--- src/rtl/freq_div_scheduler_pkg.sv ---
// Shared types and default widths for the frequency-divider scheduler.
// State encoding is fixed so the 3-bit value can be read directly on a probe.
package freq_div_sched_pkg;

    localparam int DIV_W_DEF = 32;
    localparam int DUR_W_DEF = 16;

    typedef enum logic [2:0] {
        ST_IDLE = 3'd0,
        ST_STOP = 3'd1,
        ST_LOAD = 3'd2,
        ST_RUN  = 3'd3,
        ST_DONE = 3'd4
    } state_e;

endpackage

--- src/rtl/freq_div_scheduler_if.sv ---
// Requester-side bus of the scheduler: per-requester valid/divisor/duration
// going in, one-hot grant and done pulses coming back.
interface freq_div_scheduler_if #(
    parameter int NUM_REQ = 4,
    parameter int DIV_W   = 32,
    parameter int DUR_W   = 16
);
    logic [NUM_REQ-1:0]       ReqValid;
    logic [NUM_REQ*DIV_W-1:0] ReqDiv;
    logic [NUM_REQ*DUR_W-1:0] ReqDuration;
    logic [NUM_REQ-1:0]       ReqGrant;
    logic [NUM_REQ-1:0]       ReqDone;

    modport master (
        output ReqValid, ReqDiv, ReqDuration,
        input  ReqGrant, ReqDone
    );

    modport slave (
        input  ReqValid, ReqDiv, ReqDuration,
        output ReqGrant, ReqDone
    );
endinterface

--- src/rtl/freq_div_scheduler_rr_arbiter.sv ---
// Combinational round-robin pick: first set request at or after ptr, wrapping.
// ptr is always kept below N by the caller.
module rr_arbiter #(
    parameter int N  = 4,
    parameter int IW = (N > 1) ? $clog2(N) : 1
) (
    input  logic [N-1:0]  req,
    input  logic [IW-1:0] ptr,
    output logic [N-1:0]  grant,
    output logic [IW-1:0] grant_idx,
    output logic          any_req
);
    int   idx;
    logic found;

    always_comb begin
        grant     = '0;
        grant_idx = '0;
        any_req   = |req;
        found     = 1'b0;
        idx       = 0;
        for (int i = 0; i < N; i++) begin
            idx = int'(ptr) + i;
            if (idx >= N) idx = idx - N;
            if (!found && req[idx]) begin
                found          = 1'b1;
                grant[idx]     = 1'b1;
                grant_idx      = IW'(idx);
            end
        end
    end
endmodule

--- src/rtl/freq_div_scheduler.sv ---
// Time-shares one frequency divider between NUM_REQ requesters: pick one
// round-robin, stop the divider, load its divisor, run it for N cycles, ack.
module freq_div_scheduler
    import freq_div_sched_pkg::*;
#(
    parameter int NUM_REQ = 4,
    parameter int DIV_W   = DIV_W_DEF,
    parameter int DUR_W   = DUR_W_DEF
) (
    input  logic              Clk,
    input  logic              Reset,
    freq_div_scheduler_if.slave req_if,
    output logic [DIV_W-1:0]  DivDin,
    output logic              DivConfig,
    output logic              DivEnable,
    output logic              Busy
);
    localparam int IDX_W = (NUM_REQ > 1) ? $clog2(NUM_REQ) : 1;

    state_e             state_q, state_d;
    logic [IDX_W-1:0]   ptr_q, ptr_d;
    logic [IDX_W-1:0]   gidx_q, gidx_d;
    logic [DIV_W-1:0]   div_q, div_d;
    logic [DUR_W-1:0]   cnt_q, cnt_d;
    logic [NUM_REQ-1:0] grant_q, grant_d;
    logic [NUM_REQ-1:0] done_q, done_d;
    logic [DIV_W-1:0]   din_q, din_d;
    logic               cfg_q, cfg_d;
    logic               en_q, en_d;
    logic               busy_q, busy_d;

    logic [NUM_REQ-1:0] win_oh;
    logic [IDX_W-1:0]   win_idx;
    logic               any_req;
    logic [DIV_W-1:0]   sel_div;
    logic [DUR_W-1:0]   sel_dur;
    logic               aborting;
    logic [IDX_W-1:0]   next_ptr;

    rr_arbiter #(.N(NUM_REQ), .IW(IDX_W)) u_arb (
        .req       (req_if.ReqValid),
        .ptr       (ptr_q),
        .grant     (win_oh),
        .grant_idx (win_idx),
        .any_req   (any_req)
    );

    always_comb begin
        sel_div = '0;
        sel_dur = '0;
        for (int i = 0; i < NUM_REQ; i++) begin
            if (win_oh[i]) begin
                sel_div = sel_div | req_if.ReqDiv[i*DIV_W +: DIV_W];
                sel_dur = sel_dur | req_if.ReqDuration[i*DUR_W +: DUR_W];
            end
        end
    end

    assign next_ptr = (gidx_q == IDX_W'(NUM_REQ - 1)) ? '0 : gidx_q + 1'b1;
    assign aborting = (state_q inside {ST_STOP, ST_LOAD, ST_RUN}) && !req_if.ReqValid[gidx_q];

    // Outputs are computed for the state being entered, so once registered
    // they line up with that state's cycle.
    always_comb begin
        // NOTE: every variable gets a default first so no path leaves one unassigned (no latch).
        state_d = state_q;
        ptr_d   = ptr_q;
        gidx_d  = gidx_q;
        div_d   = div_q;
        cnt_d   = cnt_q;
        grant_d = grant_q;
        done_d  = '0;
        din_d   = din_q;
        cfg_d   = 1'b0;
        en_d    = 1'b0;

        unique case (state_q)
            ST_IDLE: begin
                if (any_req) begin
                    state_d = ST_STOP;
                    gidx_d  = win_idx;
                    grant_d = win_oh;
                    div_d   = sel_div;
                    cnt_d   = sel_dur;
                end
            end
            ST_STOP: begin
                state_d = ST_LOAD;
                cfg_d   = 1'b1;
                din_d   = div_q;
            end
            ST_LOAD: begin
                if (cnt_q == '0) begin
                    state_d = ST_DONE;
                    done_d  = grant_q;
                end else begin
                    state_d = ST_RUN;
                    en_d    = 1'b1;
                end
            end
            ST_RUN: begin
                if (cnt_q == DUR_W'(1)) begin
                    state_d = ST_DONE;
                    done_d  = grant_q;
                end else begin
                    cnt_d = cnt_q - 1'b1;
                    en_d  = 1'b1;
                end
            end
            ST_DONE: begin
                state_d = ST_IDLE;
                grant_d = '0;
                din_d   = '0;
                ptr_d   = next_ptr;
            end
            default: state_d = ST_IDLE;
        endcase

        // A requester withdrawing mid-service wins over any normal transition.
        if (aborting) begin
            state_d = ST_IDLE;
            grant_d = '0;
            done_d  = '0;
            din_d   = '0;
            cfg_d   = 1'b0;
            en_d    = 1'b0;
            ptr_d   = next_ptr;
        end

        busy_d = (state_d != ST_IDLE);
    end

    always_ff @(posedge Clk or posedge Reset) begin
        if (Reset) begin
            state_q <= ST_IDLE;
            ptr_q   <= '0;
            gidx_q  <= '0;
            div_q   <= '0;
            cnt_q   <= '0;
            grant_q <= '0;
            done_q  <= '0;
            din_q   <= '0;
            cfg_q   <= 1'b0;
            en_q    <= 1'b0;
            busy_q  <= 1'b0;
        end else begin
            // NOTE: non-blocking assignments so every flop samples the pre-edge values.
            state_q <= state_d;
            ptr_q   <= ptr_d;
            gidx_q  <= gidx_d;
            div_q   <= div_d;
            cnt_q   <= cnt_d;
            grant_q <= grant_d;
            done_q  <= done_d;
            din_q   <= din_d;
            cfg_q   <= cfg_d;
            en_q    <= en_d;
            busy_q  <= busy_d;
        end
    end

    assign req_if.ReqGrant = grant_q;
    assign req_if.ReqDone  = done_q;
    assign DivDin          = din_q;
    assign DivConfig       = cfg_q;
    assign DivEnable       = en_q;
    assign Busy            = busy_q;
endmodule

--- src/flat_wrapper.sv ---
// flat-port wrapper written by rule: the top's interface ports become plain ports
module freq_div_scheduler_flat import freq_div_sched_pkg::*;
#(
    parameter int NUM_REQ = 4,
    parameter int DIV_W   = DIV_W_DEF,
    parameter int DUR_W   = DUR_W_DEF
)
  (Clk, Reset, DivDin, DivConfig, DivEnable, Busy, req_if_ReqValid, req_if_ReqDiv, req_if_ReqDuration, req_if_ReqGrant, req_if_ReqDone);
  freq_div_scheduler_if #(.NUM_REQ(NUM_REQ), .DIV_W(DIV_W), .DUR_W(DUR_W)) req_if_i ();
  input  logic Clk;
  input  logic Reset;
  output logic [DIV_W-1:0] DivDin;
  output logic DivConfig;
  output logic DivEnable;
  output logic Busy;
  input wire logic [$bits(req_if_i.ReqValid)-1:0] req_if_ReqValid;
  input wire logic [$bits(req_if_i.ReqDiv)-1:0] req_if_ReqDiv;
  input wire logic [$bits(req_if_i.ReqDuration)-1:0] req_if_ReqDuration;
  output wire logic [$bits(req_if_i.ReqGrant)-1:0] req_if_ReqGrant;
  output wire logic [$bits(req_if_i.ReqDone)-1:0] req_if_ReqDone;
  assign req_if_i.ReqValid = req_if_ReqValid;
  assign req_if_i.ReqDiv = req_if_ReqDiv;
  assign req_if_i.ReqDuration = req_if_ReqDuration;
  assign req_if_ReqGrant = req_if_i.ReqGrant;
  assign req_if_ReqDone = req_if_i.ReqDone;
  freq_div_scheduler #(.NUM_REQ(NUM_REQ), .DIV_W(DIV_W), .DUR_W(DUR_W)) u_core (.Clk(Clk), .Reset(Reset), .req_if(req_if_i), .DivDin(DivDin), .DivConfig(DivConfig), .DivEnable(DivEnable), .Busy(Busy));
endmodule
--- config.mk ---
export PLATFORM = sky130hd
export DESIGN_NAME = freq_div_scheduler_flat
export DESIGN_NICKNAME = d
export VERILOG_FILES = /design/src/rtl/freq_div_scheduler_pkg.sv /design/src/rtl/freq_div_scheduler_if.sv /design/src/rtl/freq_div_scheduler_rr_arbiter.sv /design/src/rtl/freq_div_scheduler.sv /design/src/flat_wrapper.sv
export SDC_FILE = /design/constraint.sdc
export NUM_CORES = 1
export LEC_CHECK = 0
export ABC_AREA = 1
export CAP_MARGIN = 20
export CELL_PAD_IN_SITES_DETAIL_PLACEMENT = 2
export CELL_PAD_IN_SITES_GLOBAL_PLACEMENT = 2
export CORE_UTILIZATION = 22
export CTS_CLUSTER_DIAMETER = 60
export CTS_CLUSTER_SIZE = 25
export DETAILED_ROUTE_END_ITERATION = 10
export GPL_TIMING_DRIVEN = 0
export PLACE_DENSITY = 0.77
export SETUP_SLACK_MARGIN = 0.1
export SLEW_MARGIN = 15
export SYNTH_ARGS = -nofsm -noshare
export SYNTH_HDL_FRONTEND = slang
export SYNTH_SLANG_ARGS = --single-unit
--- constraint.sdc ---
create_clock -name Clk -period 3.52 [get_ports Clk]
set_clock_uncertainty 0.05 [all_clocks]
set_input_delay 0.528 -clock Clk [delete_from_list [all_inputs] [get_ports Clk]]
set_output_delay 0.528 -clock Clk [all_outputs]
set_load 0.005 [all_outputs]
# Word-level counts from Yosys, hierarchy flattened
# Cells that the tools add are included.
[word_totals] input_bits=198 output_inout_bits=43 wordCells=146 register_bits=98
[op_classes] order_cmp=13 muxes=71 addsub=9 n_reduce_logical=24 eq_ne=9 bitwise=9
[op_table] op="32-bit two-way mux" n=9
[op_table] op="32-bit by 1-bit greater-or-equal comparator with 1-bit output (second input constant)" n=4
[op_table] op="32-bit by 4-bit < comparator with 1-bit output (second input constant)" n=4
[op_table] op="16-bit two-way mux" n=6
[op_table] op="32-bit OR" n=3
[op_table] op="32-bit case mux with 2 select lines" n=1
[op_table] op="16-bit OR" n=3
[op_table] op="4-bit two-way mux" n=9
[op_table] op="16-bit case mux with 2 select lines" n=1
[op_table] op="1-bit two-way mux" n=21
[op_table] op="16-bit by 1-bit equality test with 1-bit output (second input constant)" n=1
[op_table] op="16-bit zero test" n=1
[op_table] op="4-bit case mux with 2 select lines" n=2
[op_table] op="16-bit by 1-bit subtractor with 16-bit output (second input constant)" n=1
[op_table] op="2-bit two-way mux" n=7
[op_table] op="3-bit two-way mux" n=4
[op_table] op="4-bit OR" n=3
[op_table] op="3-bit case mux with 4 select lines" n=1
[op_table] op="3-bit nonzero test" n=4
[op_table] op="3-bit by 3-bit subtractor with 4-bit output (second input constant)" n=3
[op_table] op="1-bit binary-select mux with 2-bit select" n=5
[op_table] op="3-bit greater-or-equal comparator (second input constant)" n=3
[op_table] op="1-bit demux with 2-bit select" n=4
[op_table] op="1-bit logical AND" n=8
[op_table] op="other kinds (20)" n=27

# Logic depth before layout (Yosys ltp)
# Gate-level depths: netlist (run 1).
[logic_depth] ltp_word=24 ltp_mapped=16 mapped_depth_nobuf=15

# Modules after synthesis
# A second synthesis (run 1) with hierarchy kept.
[hier_totals] hier_cells=823 area_unflattened_um2=6014.5
[by_module_without_submodules] mod="freq_div_scheduler" seq_area_each_um2=2452.4 area_per_inst_um2=5494.0 cells_per_inst=737 instances=1
[by_module_without_submodules] mod="rr_arbiter" seq_area_each_um2=0.0 area_per_inst_um2=520.5 cells_per_inst=86 instances=1

# Worst setup path before layout (run 1)
# No wires, ideal clock.
[synth_path] path_kind="flip-flop to flip-flop" startpoint="register u_core.ptr_q[0]" endpoint="register u_core.div_q[11]" setup_ns=0.066 t_required_ns=3.404 n_path_buf=2 slack_ns=1.363 period_less_slack_ns=2.157 stages_incl_launch_ff=16 t_arrival_ns=2.042 path_cell_list="dfrtp_1 inv_2 ha_1 inv_1 nand3_1 nand2_1 nand2_4 nor2_4 nand2_1 nand3_2 buf_4 buf_6 nand2_1 nand4_1 nand2_1 nand2_1"
[synth_via] elab_chain_cells=22 word_cells_on_any_way=70 cone_classes="add/sub: 7; order compare: 12; mux: 35; bitwise: 6; reduce/logical: 10"
[synth_lines] element="start: declaration" line_no="freq_div_scheduler.sv:21" rtl="logic [IDX_W-1:0] ptr_q, ptr_d;"
[synth_lines] element="start signal: assignment" line_no="freq_div_scheduler.sv:149" rtl="ptr_q <= ptr_d;"
[synth_lines] element="parallel branches: the longest is 14 deep, another holds 32-bit by 1-bit greater-or-equal comparator with 1-bit output"
[synth_lines] element="4-bit two-way mux *" line_no="freq_div_scheduler_rr_arbiter.sv:25" rtl="if (!found && req[idx]) begin"
[synth_lines] element="32-bit two-way mux" line_no="freq_div_scheduler.sv:52" rtl="if (win_oh[i]) begin"
[synth_lines] element="32-bit OR" line_no="freq_div_scheduler.sv:53" rtl="sel_div = sel_div | req_if.ReqDiv[i*DIV_W +: DIV_W];"
[synth_lines] element="32-bit two-way mux" line_no="freq_div_scheduler.sv:52"
[synth_lines] element="32-bit OR" line_no="freq_div_scheduler.sv:53"
[synth_lines] element="32-bit two-way mux" line_no="freq_div_scheduler.sv:52"
[synth_lines] element="32-bit OR" line_no="freq_div_scheduler.sv:53"
[synth_lines] element="32-bit two-way mux *" line_no="freq_div_scheduler.sv:52"
[synth_lines] element="end signal: assignment" line_no="freq_div_scheduler.sv:151" rtl="div_q <= div_d;"
[synth_lines] element="end: declaration" line_no="freq_div_scheduler.sv:23" rtl="logic [DIV_W-1:0] div_q, div_d;"
# Every way passes the cells marked *. The select of a mux whose other input is x is not followed.
# A chain may end at the register's enable or synchronous reset.

# Final worst setup path (run 1)
[layout_path] startpoint="register u_core.ptr_q[0]" endpoint="register u_core.div_q[28]"
# Same word-level chain as after synthesis.

==> results of run 1 <==
report_power, final:
| part | internal (mW) | leakage, nW | switching (mW) |
|---|---|---|---|
| logic | 1.83 | 2.76 | 3.50 |
| clock network | 0.716 | 0.169 | 0.464 |
| registers | 1.58 | 1.26 | 0.313 |
area by class of cell:
class / count / area (µm²)
Fill cell: 3101 / 17100
Multi-Input combinational cell: 679 / 3010
Sequential cell: 98 / 2450
Timing Repair Buffer: 241 / 2430
Tap cell: 335 / 419
Clock buffer: 10 / 239
Buffer: 42 / 238
Inverter: 57 / 219
Clock inverter: 6 / 111
Antenna cell: 1 / 2.50
worst min-delay path: cells and delay by family (launching register included):
family,cells,cell delay (ns)
flip-flops,1,0.35
AND/OR/NAND/NOR,2,0.12
kinds of logic (layout without fill, tap and decap cells):
family,after synthesis,in the layout
and+or+nand+nor,573,573
buffers and inverters,99,356
DFF,98,98
AOI/OAI and AO/OA,94,94
adders and majority gates,7,7
xor gates and xnor gates,5,5
other,0,1
final timing paths:
path,start,endpoint,cells past startpoint
setup / recovery,u_core.ptr_q[0],u_core.div_q[28],14
hold / removal,u_core.div_q[22],u_core.div_q[22],2
setup reg to reg,u_core.ptr_q[0],u_core.div_q[28],14
hold reg to reg,u_core.div_q[22],u_core.div_q[22],2
max in group asynchronous,Reset,u_core.cnt_q[7],3
min in group asynchronous,Reset,u_core.div_q[21],2
stage by stage:
step,worst slack [ns],cell area [µm²]
2_1_floorplan,0.380,5910
3_3_place_gp,-1.45,8730
3_5_place_dp,0.373,8770
4_1_cts,0.580,9120
5_1_grt,0.442,9120
6_report,0.624,9120
per-layer routing:
layer | routed length (µm) | up-vias | track usage (%) | share of wire, %
met5 | 0 | - | 0 | 0
met4 | 329 | 0 | 4.79 | 1.2
met3 | 1300 | 17 | 3.67 | 4.7
met2 | 14000 | 155 | 36.3 | 51
met1 | 12000 | 3302 | 24.8 | 43
li1 | - | 3285 | - | -
cells in the final DEF (no fill, tap or decap), drive strengths merged, types with 2 or more instances in the layout:
| cell | n |
|---|---|
| xor2 | 3 |
| clkdlybuf4s50 | 240 |
| nor4 | 2 |
| nand3 | 40 |
| a22oi | 2 |
| buf | 27 |
| clkbuf | 26 |
| nor2 | 31 |
| nand2 | 450 |
| a21oi | 55 |
| or2 | 3 |
| o21ai | 34 |
| dfrtp | 98 |
| nor3 | 12 |
| inv | 56 |
| nand3b | 2 |
| ha | 7 |
| clkinv | 3 |
| nand4 | 33 |
| xnor2 | 2 |
| bufinv | 3 |
state kept, by name (all words and copies together), names as in the netlist:
signal,count
u_core.cnt_q,16
u_core.req_if.ReqDone,4
u_core.gidx_q,2
u_core.Busy,1
u_core.DivConfig,1
u_core.state_q,3
u_core.req_if.ReqGrant,4
u_core.DivEnable,1
u_core.DivDin,32
u_core.ptr_q,2
u_core.div_q,32
==> impl_metrics.csv, run 1 <==
group,metric,value,unit
layout,fin_util,34.8,%
worst_setup_path,crit_arrival,3.14,ns
global_route,grt_max_degree,53,
min_path,holdCritPathClass,"reg -> reg",
timing,min_period,2.90,ns
layout,area_growth,54.4,%
synthesis,avgSynthCellArea,6.74,µm²
worst_setup_path,start_kind,"register",
layout,nNetsFinal,1333,
die,core_region_area,26200,µm²
timing,hold_viol_final,0,
synthesis,ys.flop_type,"dfrtp_1",
layout,instances_no_fill,1469,
clock_network,clk_latency,0.35,ns
worst_setup_path,crit_type,"reg -> reg",
synthesis,netlist_area,5910,µm²
timing,worst_slew_pin_slew,0.777,ns
timing,clock.fmax,0.345,GHz
detailed_routing,drc,17,
place,hpwl,22.2,mm
timing,hold_slack,0.441,ns
detailed_routing,via_per_inst,4.60,
place,routabilityCongestion,0.822,
clock_network,cts_buffer_depth,2,
detailed_routing,postRouteWirelength,27.7,mm
power_and_ir_drop,p_total,8.40,mW
worst_setup_path,cp_slowest_cell,"dfrtp_1",
worst_setup_path,critPathBufInv,3,
synthesis,post-synth-top-count-cell,"nand2_1",
detailed_routing,vias,6759,
clock_network,htree_levels,3,
synthesis,ys_seq_area_share,41.5,%
clock_network,root_buffer,"clkbuf_16",
worst_setup_path,path_common_cell,"nand2_1",
synthesis,ys_ff_latch,98,
power_and_ir_drop,cellLeakagePower,4.18,nW
run_status,violations,"DRC",
job,cap_viol_max_count,0,
clock_network,cts_tree,"done",
synthesis,async_reset_ff_share,100,%
timing,relSlewSlack,47.9,%
clock_network,clk_pin_slew,0.07,ns
die,rows,59,
synthesis,ys_types,31,
synthesis,synth_edf_count,0,
die,dieArea,27500,µm²
synthesis,synthCells,876,
timing,tns,0,ns
timing,drv_slew,0,
worst_setup_path,path_max_fanout,11,
synthesis,synthMuxAreaShare,0,%
clock_network,cts_resized,0,
die,start_util,22.5,%
global_route,grt_overflow,0,
detailed_routing,drt_iter0_drc,301,
worst_setup_path,crit_chain,"inv_2 -> ha_1 -> inv_1 -> nand3_1 -> nand2_1 -> nand2_4 -> nor2_4 -> nand2_1 -> nand3_2 -> buf_2 -> nand2_1 -> nand4_1 -> nand2_1 -> nand2_1",
synthesis,netlist_top_cells_area,"dfrtp_1 (42%), nand2_1 (28%), a21oi_1 (4.6%), nand4_1 (3.5%), inv_1 (3.4%)",
power_and_ir_drop,vdd_drop_max,0.413,mV
clock_network,holdBufCountCts,0,
synthesis,syn-num-nets,1081,
synthesis,synth-simple-area-share,40.4,%
global_route,grt_pass1_wl,42.7,mm
detailed_routing,dr.pass1.iters,7,
die,die-width,166,µm
clock_network,numCtsBuffers,9,
global_route,grt_use_total,20.2,%
detailed_routing,wl_per_cell,18.8,µm
worst_setup_path,slowest_delay,0.56,ns
run_status,outcome,"finished, violations left",
synthesis,synth_top_family_by_area,"simple AND/OR/NAND/NOR gates",
worst_setup_path,worstPathRequired,3.76,ns
worst_setup_path,endpoint_kind,"register",
power_and_ir_drop,p_per_area,921,nW/µm²
worst_setup_path,reg2reg_slack,0.62,ns
clock_network,post-cts-setup-buffer-count,0,
place,port_buffers,240,
die,ios,241,
detailed_routing,ant_nets,0,
global_route,antenna_found_initial,1,
synthesis,synth-xor-area-share,0.741,%
layout,drive_gt1_share,5.56,%
worst_setup_path,cp_top_family,"simple AND/OR/NAND/NOR gates",
die,fp.dieH,166,µm
clock_network,clock_sinks,98,
synthesis,yosys_warnings,0,
place,dp.cells,1452,
global_route,first_global_vias,7539,
synthesis,synth_top_area_share,41.5,%
timing,rsz0062_at_grt,"no",
synthesis,synth_fa_ha_area_share,1.48,%
synthesis,synth_top_cell_by_area,"dfrtp_1",
synthesis,synth_compound_area_share,8.26,%
timing,setup_violations,0,
synthesis,yosys-top-cells-count,"nand2_1 (446), dfrtp_1 (98), a21oi_1 (54)",
timing,min_period_over_period,82.3,%
Note: power is estimated with default switching activity, not from simulation.
==> inputs of run 2 (changes only) <==
Clock period 3.52 ns to 2.8 ns, I/O delays scaled along.
==> run 2 against run 1 <==
  * The flow still finishes with violations (DRC)
  * Flip-flop and latch count unchanged
  * Critical path depth is the same
  * Die area is the same
  * Register-to-register slack got worse by 0.32 ns
  * Critical path type unchanged
==> impl_metrics.csv, run 2 (synthesis results as in run 1) <==
group,metric,value,unit
worst_setup_path,r2r-start,"u_core.ptr_q[0]",
die,die-width,166,µm
detailed_routing,wl_met2,13.9,mm
power_and_ir_drop,p_per_area,1150,nW/µm²
global_route,grt_max_degree,35,
place,place_ws,-0.401,ns
layout,final-seq-area,2450,µm²
global_route,grt_use_total,20.2,%
timing,rsz0062_at_grt,"no",
place,routabilityCongestion,0.793,
layout,n_antenna_cell,0,
global_route,first_global_vias,7445,
place,hpwl,22.3,mm
die,start_util,22.5,%
clock_network,htree_levels,3,
power_and_ir_drop,swShare,51.9,%
detailed_routing,via_per_inst,4.62,
power_and_ir_drop,vdd_drop_max,0.365,mV
layout,fin_util,34.9,%
clock_network,holdBufCountCts,0,
timing,hold_slack,0.249,ns
detailed_routing,ant_nets,0,
detailed_routing,drc,14,
clock_network,numCtsBuffers,9,
worst_setup_path,start_kind,"register",
worst_setup_path,reg2reg_slack,0.30,ns
detailed_routing,wl_per_cell,18.8,µm
timing,min_period,2.50,ns
worst_setup_path,crit_chain,"inv_4 -> ha_2 -> inv_1 -> nand3_1 -> nand2_2 -> nand2_4 -> nor2_4 -> nand2_1 -> nand3_2 -> buf_2 -> nand2_1 -> nand4_1 -> nand2_1 -> nand2_1",
power_and_ir_drop,cellLeakagePower,4.18,nW
timing,hold_viol_final,0,
power_and_ir_drop,p_total,10.5,mW
layout,area_growth,54.9,%
detailed_routing,drt_iter0_drc,292,
clock_network,root_buffer,"clkbuf_16",
power_and_ir_drop,p_clk_share,11.8,%
worst_setup_path,worstPathRequired,3.04,ns
timing,postLayoutSetupSlackWorst,0.299,ns
die,rows,59,
worst_setup_path,endpoint_kind,"register",
clock_network,cts_tree,"done",
detailed_routing,routed-wl-met3,1.33,mm
worst_setup_path,rr_worst_depth,14,
clock_network,clk_latency,0.35,ns
layout,fin_area,9150,µm²
clock_network,clock_sinks,98,
worst_setup_path,crit_arrival,2.74,ns
timing,worst_slew_pin_slew,0.754,ns
detailed_routing,wl_met1,12.1,mm
worst_setup_path,crit_type,"reg -> reg",
detailed_routing,postRouteWirelength,27.6,mm
run_status,outcome,"finished, violations left",
power_and_ir_drop,combinationalPowerShare,65.6,%
timing,clock.fmax,0.400,GHz
global_route,grt_pass1_wl,42.4,mm
timing,drv_slew,0,
global_route,antenna_found_initial,0,
worst_setup_path,worstReg2RegEnd,"u_core.div_q[25]",
place,postPlaceCellArea,8800,µm²
layout,fillers,3102,
die,ios,241,
power_and_ir_drop,seqPwrFrac,22.6,%
clock_network,cts_buffer_depth,2,
run_status,violations,"DRC",
layout,final_cell_mix,"nand2_1 (445), clkdlybuf4s50_1 (240), dfrtp_1 (96)",
worst_setup_path,path_common_cell,"nand2_1",
power_and_ir_drop,p_sw,5.43,mW
global_route,grt_overflow,0,
clock_network,clk_pin_slew,0.07,ns
timing,setup_violations,0,
power_and_ir_drop,power.internal,5.04,mW
place,port_buffers,240,
worst_setup_path,slowest_delay,0.43,ns
job,cap_viol_max_count,0,
detailed_routing,route.top_layer_used,"met4",
timing,min_period_over_period,89.3,%
detailed_routing,vias,6798,
min_path,holdCritPathClass,"in -> async",
die,core_region_area,26200,µm²
detailed_routing,dr.pass1.iters,7,
worst_setup_path,critPathLaunch,"u_core.ptr_q[0]",
die,fp.dieH,166,µm
layout,multi_input_area,3020,µm²
worst_setup_path,path_max_fanout,11,
layout,drive_gt1_share,6.51,%
die,dieArea,27500,µm²
timing,relSlewSlack,49.3,%
layout,nNetsFinal,1337,
worst_setup_path,cp_slowest_cell,"dfrtp_2",
layout,layout_commonest_cell,"nand2_1",
-- run 2: repair_timing --
item	4_1_cts	5_1_grt
pin swaps	0	1
buffers inserted	1	0
gates resized for setup	4	19
endpoints found under the setup margin	79	49
-- run 2: metrics by stage --
stage,instances,setup TNS [ns]
after CTS,1472,0
after floorplan,876,0
after detailed placement,1455,-13.21
final,1472,0
after global placement,1451,-9.31
after global routing,1472,0
-- run 2: area by class of cell --
class,count,area share [%]
buffer,42,2.91
clock buffer,10,2.61
clock inverter,6,0.533
inverter,57,2.43
multi-input combinational,679,33.1
sequential,98,26.8
tap,335,4.58
timing repair buffer,245,27.0
-- run 2: power groups by stage --
stage	sequential, mW	combinational (mW)	clock [mW]
final	2.37	6.88	1.23
after global routing	2.44	7.68	1.32
after CTS	2.37	6.93	1.27
after detailed placement	2.40	6.84	0
after global placement	2.37	6.65	0
after floorplan	2.31	4.03	0
-- run 2: metal layers --
layer  vias to the layer above  global-route usage (%)
met3                        17                    3.96
met1                      3330                    25.0
met4                         0                    3.90
met5                         -                       0
li1                       3292                       -
met2                       159                    36.3
-- run 2: worst max-delay path by stage --
| stage | to | slack (ns) | cells after the start |
|---|---|---|---|
| detailed placement | u_core.DivDin[11] | -0.40 | 8 |
| global route | u_core.cnt_q[11] | 0.11 | 14 |
| CTS | u_core.cnt_q[1] | 0.11 | 14 |
| global placement | u_core.DivDin[11] | -0.26 | 8 |
| finish | u_core.div_q[25] | 0.30 | 14 |
| floorplan | u_core.div_q[11] | 0.64 | 15 |
-- run 2: critical path: cells and delay by family (launching register included) --
family                     cells  cell delay (ns)
DFF                            1             0.43
buffers and inverters          3             0.56
adders and majority gates      1             0.33
and+or+nand+nor               10             1.06
==> inputs of run 3 (changes only) <==
Settings changed: SLEW_MARGIN 15 to 30.
==> run 3 against run 2 <==
  * The flow still finishes with violations (DRC)
  * Flip-flop and latch count stayed put
  * Worst setup slack worse by 0.0070 ns
  * Combinational power decreased by 0.7%
  * Power down 0.20%
  * Sequential share of layout area shrank 0.073 points
  * Utilization grew 0.095 points
  * Register-to-register slack is essentially flat
  * Critical path depth is 1 higher
  * Fmax is 0.28% lower
==> impl_metrics.csv, run 3 (synthesis results as in run 1) <==
group,metric,value,unit
timing,setup_violations,0,
worst_setup_path,start_kind,"register",
die,core_region_area,26200,µm²
layout,layout_commonest_cell,"nand2_1",
die,fp.dieH,166,µm
layout,final_cell_mix,"nand2_1 (445), clkdlybuf4s50_1 (240), dfrtp_1 (96)",
clock_network,htree_levels,3,
timing,postLayoutSetupSlackWorst,0.293,ns
timing,hold_viol_final,0,
timing,rsz0062_at_grt,"no",
timing,clock.fmax,0.399,GHz
clock_network,root_buffer,"clkbuf_16",
run_status,violations,"DRC",
run_status,outcome,"finished, violations left",
die,dieArea,27500,µm²
power_and_ir_drop,p_per_area,1140,nW/µm²
timing,hold_slack,0.437,ns
global_route,grt_max_degree,26,
clock_network,clk_pin_slew,0.08,ns
layout,n_antenna_cell,0,
worst_setup_path,cp_top_family,"simple AND/OR/NAND/NOR gates",
worst_setup_path,cp_slowest_cell,"dfrtp_2",
place,hpwl,22.4,mm
clock_network,cts_tree,"done",
detailed_routing,postRouteWirelength,27.9,mm
place,routabilityCongestion,0.793,
detailed_routing,vias,6849,
clock_network,clock_sinks,98,
detailed_routing,via_per_inst,4.65,
place,postPlaceCellArea,8840,µm²
timing,relSlewSlack,47.8,%
clock_network,numCtsBuffers,9,
layout,area_growth,55.3,%
detailed_routing,dr.pass1.iters,8,
clock_network,cts_buffer_depth,2,
die,start_util,22.5,%
worst_setup_path,path_common_cell,"nand2_1",
place,place_ws,-0.281,ns
worst_setup_path,crit_type,"reg -> reg",
die,rows,59,
min_path,holdCritPathClass,"in -> async",
worst_setup_path,rr_worst_depth,15,
worst_setup_path,endpoint_kind,"register",
place,port_buffers,240,
layout,fin_area,9180,µm²
timing,min_period_over_period,89.6,%
worst_setup_path,crit_arrival,2.75,ns
layout,nNetsFinal,1337,
clock_network,holdBufCountCts,0,
layout,final-seq-area,2450,µm²
layout,multi_input_area,3030,µm²
worst_setup_path,path_max_fanout,11,
clock_network,clk_latency,0.35,ns
die,ios,241,
power_and_ir_drop,vdd_drop_max,0.464,mV
global_route,first_global_vias,7600,
worst_setup_path,slowest_delay,0.44,ns
global_route,grt_use_total,20.3,%
global_route,antenna_found_initial,0,
global_route,grt_overflow,0,
power_and_ir_drop,cellLeakagePower,4.19,nW
timing,worst_slew_pin_slew,0.777,ns
detailed_routing,ant_nets,0,
global_route,grt_pass1_wl,42.7,mm
detailed_routing,drt_iter0_drc,293,
detailed_routing,drc,14,
detailed_routing,wl_per_cell,19.0,µm
worst_setup_path,worstPathRequired,3.04,ns
worst_setup_path,crit_chain,"inv_4 -> ha_2 -> inv_1 -> nand3_1 -> nand2_2 -> nand2_4 -> nor2_4 -> nand2_1 -> nand3_2 -> buf_6 -> buf_8 -> nand2_1 -> nand4_1 -> nand2_1 -> nand2_1",
layout,drive_gt1_share,6.51,%
timing,drv_slew,0,
worst_setup_path,critPathBufInv,4,
die,die-width,166,µm
timing,min_period,2.51,ns
layout,fillers,3092,
job,cap_viol_max_count,0,
timing,tns,0,ns
worst_setup_path,cp_num_cells,15,
-- run 3: cell count changes in the layout (fill, tap and decap cells not counted) --
| cell | previous run | this run |
|---|---|---|
| buf_16 | 0 | 3 |
| buf_12 | 3 | 1 |
| buf_8 | 3 | 1 |
| buf_4 | 6 | 5 |
| buf_6 | 5 | 6 |
| clkbuf_4 | 1 | 2 |
| nor3_1 | 11 | 10 |
| nor3_2 | 1 | 2 |
| o21ai_1 | 10 | 11 |
| o21ai_2 | 1 | 0 |
-- run 3: worst paths after layout --
kind	from	endpoint	slack, ns
worst max-delay path	u_core.ptr_q[0]	u_core.div_q[3]	0.29
worst min-delay path	Reset	u_core.div_q[23]	0.44
worst max register to register	u_core.ptr_q[0]	u_core.div_q[3]	0.29
worst min register to register	u_core.div_q[3]	u_core.div_q[3]	0.44
max in group asynchronous	Reset	u_core.cnt_q[15]	1.52
min in group Clk	u_core.div_q[3]	u_core.div_q[3]	0.44
-- run 3: stage by stage --
stage	util [%]	cells	power [mW]
2_1_floorplan	-	876	6.35
3_3_place_gp	33.3	1451	9.02
3_5_place_dp	33.7	1455	9.26
4_1_cts	34.9	1472	10.6
5_1_grt	35.0	1472	11.4
6_report	35.0	1472	10.5
-- run 3: worst reg2reg max path: stages (launching register included) --
cell     delay [ns]
dfrtp_2        0.44
inv_4          0.13
ha_2           0.33
inv_1          0.12
nand3_1        0.10
nand2_2        0.11
nand2_4        0.08
nor2_4         0.15
nand2_1        0.09
nand3_2        0.14
buf_6          0.18
buf_8          0.17
nand2_1        0.08
nand4_1        0.13
nand2_1        0.08
nand2_1        0.08
-- run 3: routing by layer --
| metal | track usage, % | part of all wire (%) | up-vias |
|---|---|---|---|
| li1 | - | - | 3299 |
| met1 | 24.3 | 43 | 3371 |
| met2 | 37.3 | 51 | 156 |
| met3 | 3.93 | 4.9 | 23 |
| met4 | 4.71 | 1.4 | 0 |
| met5 | 0 | 0 | - |
-- run 3: cell type report --
class,count,area share [%]
inverter,57,2.43
timing repair buffer,245,27.4
clock buffer,10,2.60
multi-input combinational,679,33.0
tap,335,4.57
sequential,98,26.8
buffer,42,2.75
clock inverter,6,0.532
-- run 3: power breakdown --
part	internal (mW)	switching [mW]
registers	1.99	0.383
clock network	0.640	0.606
logic	2.37	4.46
-- run 3: what timing repair did --
action,CTS,global route
pin swaps,0,1
hold endpoints to repair,0,0
setup endpoints to repair,80,55
setup buffers,1,0
gates resized for setup,5,11
==> patch 1 (config.mk and constraints of run 3) <==
The package constant `DIV_W_DEF` goes from 32 to 28.
--- a/src/rtl/freq_div_scheduler_pkg.sv
+++ b/src/rtl/freq_div_scheduler_pkg.sv
@@ -2,7 +2,7 @@
 // State encoding is fixed so the 3-bit value can be read directly on a probe.
 package freq_div_sched_pkg;
 
-    localparam int DIV_W_DEF = 32;
+    localparam int DIV_W_DEF = 28;
     localparam int DUR_W_DEF = 16;
 
     typedef enum logic [2:0] {
Interface: changed (resized DivDin and req_if_ReqDiv); port bits go from 241 to 221. The function was not compared with the original's and may differ.
==> patch 1 against run 3 <==
- hold slack gained 0.0014 ns
- clock power grew 4%
- total power shrank 3.7%
- largest cell class unchanged
- fmax grew 0.54%
- design area shrank 7.1%
- critical path depth shrank 2
- non-clock buffer count shrank 20
- sequential cell count shrank 8
- combinational power shrank 5.1%
- wire length shrank 12%
- setup slack gained 0.013 ns
- area after synthesis shrank 8.5%
==> patch 1: results (changes against run 3) <==
| Metric | Value |
|---|---|
| Status | `finished, final reports clean` |
| CP endpoint | `u_core.cnt_q[13]$_DFFE_PP0P_` |
| Largest net degree at the start of global routing | `25 (-3.8%)` |
| # nets final | `1,184 (-11%)` |
| DR pass1 iterations | `4 (-4)` |
| Area of placed instances | `0.00808 mm2 (-8.6%)` |
| Hold_ws | `0.438 ns (+0.00137 ns)` |
| First DRT Iteration DRCs | `220 (-25%)` |
| Peak VDD IR | `323 uV (-30%)` |
| Met2 wire length | `11.9 mm (-16%)` |
| Synth cell count leaders | `299 x nand2_1, 90 x dfrtp_1, 66 x a21oi_1` |
| Vias in the first global route | `6,738 (-11%)` |
| Register area share after synthesis | `41.7% (+0.16 points)` |
| Worst Hold Class | `flip-flop to flip-flop` |
| Mapped Nets | `939 (-13%)` |
| Post-synth cell types | `43 (+39%)` |
| Synth Area in XOR/XNOR | `1.13% (+0.39 points)` |
| Lkg Pwr | `0.00361 uW (-14%)` |
| # port buffers | `220 (-8.3%)` |
| M2 GR Usage | `33.1% (-4.1 points)` |
| GPL Wtd Cong | `0.767 (-3.2%)` |
| Mapped Cells | `750 (-14%)` |
| WP data arrival | `2.69 ns (-0.06 ns)` |
| HPWL Detailed | `19.1 mm (-15%)` |
| Complex-gate fraction of the synthesized area | `15.1% (+6.9 points)` |
| Switch Pwr | `5070 uW (-7.0%)` |
| First-pass GRT wire length | `38.5 mm (-9.8%)` |
| Global routing usage on met1 | `25.4% (+1.1 points)` |
| Adder-Cell Fraction of Synth Area | `1.62% (+0.14 points)` |
| Wire per inst | `18.7 um (-1.5%)` |
| Met3 WL | `1.05 mm (-24%)` |
| Grt met3 use | `3.74% (-0.20 points)` |
| Routed wire length | `24.6 mm (-12%)` |
| Power share of the clock group | `12.9% (+1.0 points)` |
| Synth top area cells | `dfrtp_1 42%, nand2_1 21%, a21oi_1 6.1%, nor2_1 4.1%, a41oi_1 3.7%` |
[patch 1: cell types whose count changed in the layout (fill, tap and decap cells not counted), sizes merged, moves of 4 or more]
| cell | before | now |
|---|---|---|
| nand4 | 33 | 20 |
| a41oi | 0 | 23 |
| inv | 58 | 47 |
| nor2 | 31 | 64 |
| clkdlybuf4s50 | 240 | 220 |
| clkbuf | 28 | 24 |
| nand2 | 450 | 303 |
| a21oi | 55 | 68 |
| dfrtp | 98 | 90 |
| buf | 29 | 33 |
| nand3 | 40 | 25 |
[patch 1: layout make-up]
type / count / area, um2
fillers: 2789 / 15200
multi-input cells: 581 / 2830
repair buffers: 233 / 2340
flip-flops and latches: 90 / 2250
well taps: 319 / 399
clock buffers: 10 / 239
plain buffers: 34 / 206
inverters: 46 / 176
clock inverters: 6 / 72.6
[patch 1: stage by stage]
step | setup slack (ns) | total power [uW]
2_1_floorplan | 0.670 | 6010
3_3_place_gp | -0.326 | 8400
3_5_place_dp | -0.393 | 8600
4_1_cts | 0.0810 | 10100
5_1_grt | 0.0923 | 11000
6_report | 0.306 | 10100
[patch 1: worst register-to-register path, stage by stage, from the launching register on]
cell and delay, ns:
dfrtp_2 0.45, inv_2 0.13, ha_1 0.30, inv_2 0.11, nand3_1 0.07, nand2_1 0.12
nor2_4 0.09, a22oi_2 0.22, nand3_4 0.18, buf_4 0.22, nand2_1 0.07, nand4_1 0.15
o21ai_1 0.17, nand2_1 0.06
[patch 1: cells by family after synthesis]
group,Yosys count
compound gates,137
simple gates,429
fa+ha+maj,7
xor+xnor,7
buf+inv,80
flops,90
[patch 1: what timing repair did]
action                                  CTS  global route
resized for setup                        10             8
endpoints found under the hold margin     0             0
endpoints found under the setup margin   42            40
buffers inserted                          2             8
gates cloned                              0             1
pin swaps                                 1             3
==> patch 2 (settings of run 3) <==
Made on the original files. Reset style: synchronous (`Reset`), changed in one clocked block.
--- a/src/rtl/freq_div_scheduler.sv
+++ b/src/rtl/freq_div_scheduler.sv
@@ -130,7 +130,7 @@
         busy_d = (state_d != ST_IDLE);
     end
 
-    always_ff @(posedge Clk or posedge Reset) begin
+    always_ff @(posedge Clk) begin
         if (Reset) begin
             state_q <= ST_IDLE;
             ptr_q   <= '0;
Formal check against the unedited RTL: differs if Reset is asserted again (counterexample within 4 cycles, from zero or initial values and one cycle with Reset high); with Reset held inactive, the same outputs for 4 cycles.
==> patch 2 against run 3 <==
- wire length down 1.2%
- total power is 6.5% lower
- largest cell class unchanged
- fmax up 0.34%
- sequential share of layout area decreased by 4.4 points
- sequential cell count stayed put
- hold slack lost 0.030 ns
- design area down 4.3%
- setup slack better by 0.0085 ns
- area after synthesis fell by 4.0%
- critical path depth is 2 lower
- combinational power down 5.9%
==> patch 2: results (changes against run 3) <==
| Metric | Value |
|---|---|
| Number of sequential cells | `98 (unchanged)` |
| Rel. slew slack | `43.9% (-3.9 points)` |
| Register area | `0.00196 mm2 (-20%)` |
| First DRT Iteration DRCs | `253 (-14%)` |
| Peak VDD IR | `686 uV (+48%)` |
| HPWL Detailed | `21.0 mm (-6.2%)` |
| WP data arrival | `2.69 ns (-0.06 ns)` |
| Logic pwr share | `65.8% (+0.4 points)` |
| Global-route usage over all layers | `20.9% (+0.56 points)` |
| Worst path slowest cell | `dfxtp_2` |
| M2 GR Usage | `38.0% (+0.78 points)` |
| Switch Pwr | `5110 uW (-6.2%)` |
| Detailed-routing wirelength on met1 | `12.3 mm (+3.2%)` |
| Mapped Cells | `805 (-8.1%)` |
| Setup WS pre-CTS | `-0.217 ns (+0.0640 ns)` |
| Sequential cell area share | `22.4% (-4.4 points)` |
| Final core utilization | `34.8% (-0.24 points)` |
| Reg2Reg Depth | `13 (-2)` |
| First-pass GRT wire length | `41.6 mm (-2.7%)` |
| Status | `finished, final reports clean` |
| Signal buffers | `283 (-1.4%)` |
| Register area share after synthesis | `34.6% (-6.9 points)` |
| CP max FO | `10 (-1)` |
| Wire per inst | `19.8 um (+4.7%)` |
| Diode count | `1 (+1)` |
| Power share of the clock group | `12.8% (+0.9 points)` |
| Async S/R FF share, synth | `0% (-100 points)` |
| DR pass1 iterations | `4 (-4)` |
| # nets final | `1,260 (-5.8%)` |
| Met2 wire length | `13.6 mm (-4.2%)` |
| Area of placed instances | `0.00848 mm2 (-4.1%)` |
| Routed wire length | `27.6 mm (-1.2%)` |
| Mapped Nets | `1,010 (-6.6%)` |
| Synth cell count leaders | `270 x nand2_1, 98 x dfxtp_1, 83 x o21ai_0` |
| DR vias | `6,552 (-4.3%)` |
| # port buffers | `239 (-0.42%)` |
-- patch 2: changes by cell type in the layout (fill, tap and decap cells not counted), moves of 5 or more --
cell	run 3	this run
inv_1	51	71
a41oi_1	0	10
o21ai_0	23	83
o21ai_1	11	5
a21oi_2	0	10
nand2_1	445	270
nor2_1	29	19
nor3_1	10	5
o21bai_1	0	8
nand4_1	33	12
dfxtp_1	0	97
nand2_2	3	13
dfrtp_1	96	0
a41oi_2	0	23
-- patch 2: logic make-up after synthesis --
kind of cell | Yosys count | share of synthesized area (%)
DFF | 98 | 34.6
and+or+nand+nor | 368 | 28.1
xor gates and xnor gates | 5 | 0.772
buffers and inverters | 121 | 9.82
adders and majority gates | 7 | 1.54
AOI/OAI and AO/OA | 206 | 25.2
-- patch 2: worst paths after layout --
path | startpoint | end | slack (ns)
max | u_core.ptr_q[1]$_SDFFE_PP0P_ | u_core.cnt_q[15]$_SDFFE_PP0P_ | 0.30
min | u_core.div_q[0]$_SDFFE_PP0P_ | u_core.DivDin[0]$_SDFFE_PP0P_ | 0.41
max reg2reg | u_core.ptr_q[1]$_SDFFE_PP0P_ | u_core.cnt_q[15]$_SDFFE_PP0P_ | 0.30
min reg2reg | u_core.div_q[0]$_SDFFE_PP0P_ | u_core.DivDin[0]$_SDFFE_PP0P_ | 0.41
-- patch 2: worst reg2reg max path, stage by stage, from the launching register on --
cell	delay, ns
dfxtp_2	0.37
inv_1	0.24
ha_4	0.27
inv_1	0.13
nand3_1	0.10
nand2_1	0.14
nor2_4	0.08
a21oi_1	0.19
nand3_2	0.14
buf_4	0.23
nand2_1	0.08
nand4_1	0.18
nand2_1	0.12
a21oi_1	0.07
-- patch 2: what timing repair did --
action	in CTS	in global routing
setup endpoints to repair	1	54
resized for setup	1	8
buffers inserted	0	0
